## src/rtl/dds_ram_sequencer.sv

```systemverilog
// DDS waveform RAM sequencer: arbitrates the single RAM port between host
// writes and the phase-accumulator reader, and runs the IDLE / CLEAR / RUN modes.
// DEPTH must equal 2**ADDR_WIDTH and PHASE_WIDTH must be >= ADDR_WIDTH.
module dds_ram_sequencer #(
  parameter int ADDR_WIDTH  = 12,
  parameter int DATA_WIDTH  = 8,
  parameter int DEPTH       = 4096,
  parameter int PHASE_WIDTH = 32
) (
  input  logic                   clk,
  input  logic                   rst,
  input  logic                   enable,
  input  logic                   clear_start,
  input  logic [PHASE_WIDTH-1:0] ftw,
  input  logic                   ftw_wr,
  input  logic                   wr_valid,
  output logic                   wr_ready,
  input  logic [ADDR_WIDTH-1:0]  wr_addr,
  input  logic [DATA_WIDTH-1:0]  wr_data,
  output logic                   ram_we,
  output logic [ADDR_WIDTH-1:0]  ram_addr,
  output logic [DATA_WIDTH-1:0]  ram_wdata,
  input  logic [DATA_WIDTH-1:0]  ram_rdata,
  output logic [DATA_WIDTH-1:0]  sample,
  output logic                   sample_valid,
  output logic                   clear_done,
  output logic                   running
);

  typedef enum logic [1:0] {IDLE, CLEAR, RUN} state_t;

  localparam logic [ADDR_WIDTH-1:0] LAST_ADDR = ADDR_WIDTH'(DEPTH - 1);

  state_t                  state;
  logic [PHASE_WIDTH-1:0]  phase;
  logic [PHASE_WIDTH-1:0]  ftw_reg;
  logic [ADDR_WIDTH-1:0]   clr_cnt;
  logic                    wr_last;
  logic                    grant;

  // After a granted write in RUN the host is held off one cycle so the
  // reader always gets at least every other cycle of the port.
  assign wr_ready = !rst && ((state == IDLE) || ((state == RUN) && !wr_last));
  assign grant    = wr_valid && wr_ready;
  assign running  = (state == RUN);

  // RAM port mux: host write wins, then clear fill, then the DDS read address.
  always_comb begin
    ram_we    = 1'b0;
    ram_addr  = '0;
    ram_wdata = '0;
    if (grant) begin
      ram_we    = 1'b1;
      ram_addr  = wr_addr;
      ram_wdata = wr_data;
    end else if (!rst && state == CLEAR) begin
      ram_we    = 1'b1;
      ram_addr  = clr_cnt;
    end else if (state == RUN) begin
      ram_addr  = phase[PHASE_WIDTH-1 -: ADDR_WIDTH];
    end
  end

  // Mode sequencing, phase accumulation and registered sample capture.
  always_ff @(posedge clk) begin
    if (rst) begin
      state        <= IDLE;
      phase        <= '0;
      ftw_reg      <= '0;
      clr_cnt      <= '0;
      wr_last      <= 1'b0;
      sample       <= '0;
      sample_valid <= 1'b0;
      clear_done   <= 1'b0;
    end else begin
      // Accumulation below still sees the old ftw_reg this edge.
      if (ftw_wr) ftw_reg <= ftw;
      wr_last      <= grant;
      sample_valid <= 1'b0;
      clear_done   <= 1'b0;
      case (state)
        IDLE: begin
          phase <= '0;
          if (clear_start) begin
            state   <= CLEAR;
            clr_cnt <= '0;
          end else if (enable) begin
            state <= RUN;
          end
        end
        CLEAR: begin
          clr_cnt <= clr_cnt + 1'b1;
          if (clr_cnt == LAST_ADDR) begin
            state      <= IDLE;
            clear_done <= 1'b1;
          end
        end
        RUN: begin
          // A stolen cycle drops one sample but the phase keeps advancing,
          // so the output frequency is unaffected.
          phase <= phase + ftw_reg;
          if (!grant) begin
            sample       <= ram_rdata;
            sample_valid <= 1'b1;
          end
          if (!enable) begin
            state <= IDLE;
            phase <= '0;
          end
        end
        default: state <= IDLE;
      endcase
    end
  end

endmodule

```

## config.mk

```make
export PLATFORM = sky130hd
export DESIGN_NAME = dds_ram_sequencer
export DESIGN_NICKNAME = d
export VERILOG_FILES = /design/src/rtl/dds_ram_sequencer.sv
export SDC_FILE = /design/constraint.sdc
export NUM_CORES = 1
export LEC_CHECK = 0
export ABC_CLOCK_PERIOD_IN_PS = 6500
export BUFFER_PORTS_ARGS = -buffer_cell sky130_fd_sc_hd__buf_2
export CAP_MARGIN = 20
export CORE_AREA = 2 2 134 136
export CTS_CLUSTER_DIAMETER = 60
export DETAILED_ROUTE_END_ITERATION = 10
export DIE_AREA = 0 0 136 138
export PLACE_DENSITY_LB_ADDON = 0.12
export SYNTH_ARGS = -nofsm -noshare
export SYNTH_HDL_FRONTEND = slang
export SYNTH_SLANG_ARGS = --single-unit
```

## constraint.sdc

```tcl
create_clock -name clk -period 6.5 [get_ports clk]
set_input_delay 0.65 -clock clk [delete_from_list [all_inputs] [get_ports clk]]
set_output_delay 0.65 -clock clk [all_outputs]
set_load 0.02 [all_outputs]
```

---- Word level (Yosys, flattened, before mapping) ----
Index checks and enable logic that the tools add are counted.
cells by class
  add/sub/neg operators ................... 2
  multipliers ............................. 0
  div/mod/pow operators ................... 0
  $lt $le $gt $ge ......................... 0
  eq/ne operators ......................... 7
  shifts and indexed selects .............. 0
  muxes and demuxes ....................... 17
  bitwise operators ....................... 3
  reduce and logical (&&, ||, !) cells .... 15
operator list
  cell                   number
  $pmux 32 s2            1
  $mux 12                4
  $add 32x32->32         1
  $mux 32                1
  $pmux 12 s2            1
  $add 12x1->12 const B  1
  $eq 12x12->1 const B   1
  $mux 2                 4
  $mux 8                 1
  $pmux 2 s3             1
  $logic_and 1x1->1      4
  $mux 1                 4
  $ne 2x2->1 const B     2
  $reduce_and 2->1       2
  $reduce_bool 2->1      2
  $reduce_or 2->1        2
  $ne 3x3->1 const B     1
  $not 1->1              3
  $reduce_and 3->1       1
  $eq 2x1->1 const B     1
  $eq 2x2->1 const B     1
  $logic_not 1->1        2
  $logic_not 2->1        1
  $ne 2x1->1 const B     1
  $logic_or 1x1->1       1
word-level totals
  register bits after elaboration ......... 89
  bits in latches ......................... 0
  bits in writable memories ............... 0
  memory bits (read-only) ................. 0
  output and inout bits ................... 33
  memories ................................ 0

---- Logic depth before layout (Yosys ltp) ----
  word-level depth ........................ 7
  mapped depth ............................ 13

---- Worst setup path after synthesis ----
OpenSTA, ideal clock, no wires.
  path type ............................... input-to-output
  start ................................... input rst
  end ..................................... output ram_addr[10]
  arrival ................................. 2.212 ns
  setup slack ............................. 3.638 ns
  stages .................................. 6
  path buffers ............................ 1
  cells stage by stage .................... a211oi_2 -> nand2_1 -> inv_1 -> clkbuf_1 -> a221oi_1 -> nor2_1
on the way
  longest elaborated chain between the ends .. 4
  elaborated cells between the ends (all ways) .. 6
ends and longest elaborated chain
  element                                              RTL line  source
  start, declared                                      11        input logic rst,
  $logic_not 1->1 (*)                                  43, 56
  $logic_and 1x1->1, on equally long branches          56, 43
  $mux 12 / $logic_and 1x1->1 (equally long branches)  56, 44
  $mux 12 (*)                                          52        if (grant) begin
  end, declared                                        21        output logic [ADDR_WIDTH-1:0] ram_addr,
Every way passes the cells marked *; elsewhere a longest branch is shown, timed or not.

---- Worst setup path after layout ----
Ends and elaborated chain as after synthesis.

==> results.ini <==
[run_status]
status=complete, no violations

[power]
leakage_nw=2.87
power.density_nw_per_um2=215
vdd_drop_max_v=0.000139

[global_routing]
first_global_vias=4442
grt_remaining_overflow=0
grt_usage=0.148
grt_max_degree=76
grt_first_pass_wirelength_um=22400
antenna_found_initial=0

[yosys]
syn-cell-area_um2=5070
synth_area_leader_cell=dfxtp_1
yosysTopAreaCellShare=0.351
synth-edff-count=0
synthArstFlopShare=0
ys_types=55
yosysWarnings=0
synth_cells=595
synth_top_cells_by_area=dfxtp_1 (35%), ha_1 (7.9%), mux2i_1 (6.3%), nor2_1 (5.8%), a21oi_1 (4.5%)
syn_nets=694
ys_seq_area_frac=0.351
synth-main-ff-cell=dfxtp_1
syn_avg_cell_area_um2=8.53
ys_ff_latch=89

[sta]
fin_crit_ns=3.74
hold_violations=0
slew_violations=0
tightestPinTransition_ns=1.03
tns_ns=0
grt_setup_unrepaired=no
setup_viol=0
period_share=0.576
clock-skew-final_ns=0.00656
fmax_ghz=0.267
slew_headroom=0.314

[routing]
vias=4634
drt_iter0_markers=324
wl_per_cell_um=15.2
drtPass1Iterations=6
antenna_left=0
vias_per_cell=5.10
totalWireLength_um=13800
drc_errors=0

[worst_setup_path]
crit_type=input pin to output pin
worstPathRequired_ns=5.85
endpoint_kind=output pin
r2r-end=phase[28]$_SDFFE_PP0P_
crit_end=ram_addr[10]
startpoint=rst
crit_path_max_fanout=75
r2r-start=ftw_reg[0]$_SDFFE_PP0P_
worstPathArrival_ns=3.09
r2r_cells=13
critPathLaunchType=input pin
rrSetupSlack_ns=3.56

[clock_network]
holdBufCountCts=0
root_buffer=clkbuf_16
cts_sinks=89
cts_max_path_buffers=2
cts.reportedPaths.clkPinSlew_ns=0.06
ctsResizeCount=0
h-tree-depth=3
insertion_delay_ns=0.35
cts_setup_buffers=0
numCtsBuffers=9
cts_tree=yes

[cells_and_area]
area_delta_synth_final_pct=19.9
nets=773
diodes=0
stdcell_area_um2=6080
final_layout_size_suffix_gt1_frac=0.194

[floorplanning]
rows=49
dieArea_um2=18800
initial_core_util=0.289
die_w_um=136
ios=99
core_um2=17500
die_h_um=138

[place]
place_area_um2=5740
gp_congestion=0.846
dp_hpwl_um=10000
portBuffers=98

[hold_path]
hp-class=register to register

[flow_run]
maxCapViolCount=0

Yosys cell counts, types with 7 or more instances:
cell	n
nor2_1	78
a22oi_1	10
mux2i_1	32
dfxtp_1	89
nor2b_1	7
a21oi_1	46
xnor2_1	18
a21o_1	22
a221o_1	10
a22o_1	17
and3_1	23
xor2_1	9
nand3_1	20
clkbuf_1	22
nand2_1	46
buf_1	7
ha_1	32
nand4_1	7
o21ai_1	8
o21ai_0	9
inv_1	9
nor3_1	7
worst max-delay path, cell delays in order:
cell,delay [ns]
buf_2,0.10
buf_4,0.36
a211oi_2,0.61
nand2_1,0.44
inv_1,0.48
a221oi_1,0.11
nor2_1,0.15
buf_2,0.17
placed cells by master, fill, tap and decap left out, types with 5 or more instances in the layout:
master,count
buf_2,98
dfxtp_1,89
nor2_1,77
nand2_1,46
a21oi_1,46
mux2i_1,32
ha_1,32
and3_1,23
a21o_1,22
nand3_1,20
xnor2_1,18
a22o_1,17
a221o_1,10
a22oi_1,10
inv_1,9
o21ai_0,9
xor2_1,9
clkbuf_16,9
o21ai_1,8
nand4_1,7
nor3_1,7
nor2b_1,6
o21a_1,6
o21bai_1,6
a211oi_1,5
report_power, final:
group,switching [mW],internal [mW]
Sequential,0.0152,0.562
Clock,0.219,0.368
Combinational,0.0871,0.0587
Total,0.322,0.989
how the worst min path moves through the flow:
stage | start | to | slack [ns] | cells after the start
detailed placement | sample[7]$_SDFFE_PP0P_ | sample[7]$_SDFFE_PP0P_ | 0.45 | 2
finish | sample[1]$_SDFFE_PP0P_ | sample[1]$_SDFFE_PP0P_ | 0.45 | 2
CTS | sample[7]$_SDFFE_PP0P_ | sample[7]$_SDFFE_PP0P_ | 0.46 | 2
global route | sample[2]$_SDFFE_PP0P_ | sample[2]$_SDFFE_PP0P_ | 0.48 | 2
floorplan | phase[4]$_SDFFE_PP0P_ | phase[4]$_SDFFE_PP0P_ | 0.44 | 2
global placement | sample[2]$_SDFFE_PP0P_ | sample[2]$_SDFFE_PP0P_ | 0.44 | 2
logic make-up after synthesis:
group                    Yosys count  synth area share
adder cells (fa/ha/maj)           33            0.0829
flip-flops                        89             0.351
buffers and inverters             41            0.0308
XOR/XNOR                          27            0.0466
AND/OR/NAND/NOR                  205             0.188
multiplexers                      32            0.0631
AO/OA/AOI/OAI                    168             0.238
stage by stage:
stage	total power, mW	std cells	setup WS, ns	hold slack (ns)	util
6_report	1.31	908	2.76	0.454	0.347
3_5_place_dp	0.737	892	2.76	0.447	0.328
4_1_cts	1.33	908	2.76	0.456	0.347
2_1_floorplan	0.683	595	3.64	0.436	-
3_3_place_gp	0.735	892	2.95	0.442	0.328
5_1_grt	1.37	908	2.56	0.475	0.347
routing by layer:
metal | up-vias | part of all wire | global-route usage
li1 | 2327 | - | -
met1 | 2166 | 0.50 | 0.205
met2 | 124 | 0.43 | 0.224
met3 | 17 | 0.049 | 0.0249
met4 | 0 | 0.022 | 0.0669
met5 | - | 0 | 0
area by class of cell:
class / count / area, µm²
fill: 1866 / 11400
timing repair buffer: 99 / 498
clock inverter: 4 / 73.8
tap: 229 / 287
inverter: 10 / 37.5
clock buffer: 12 / 267
sequential: 89 / 1780
multi-input combinational: 465 / 3140
Note: power is estimated with default switching activity, not from simulation.
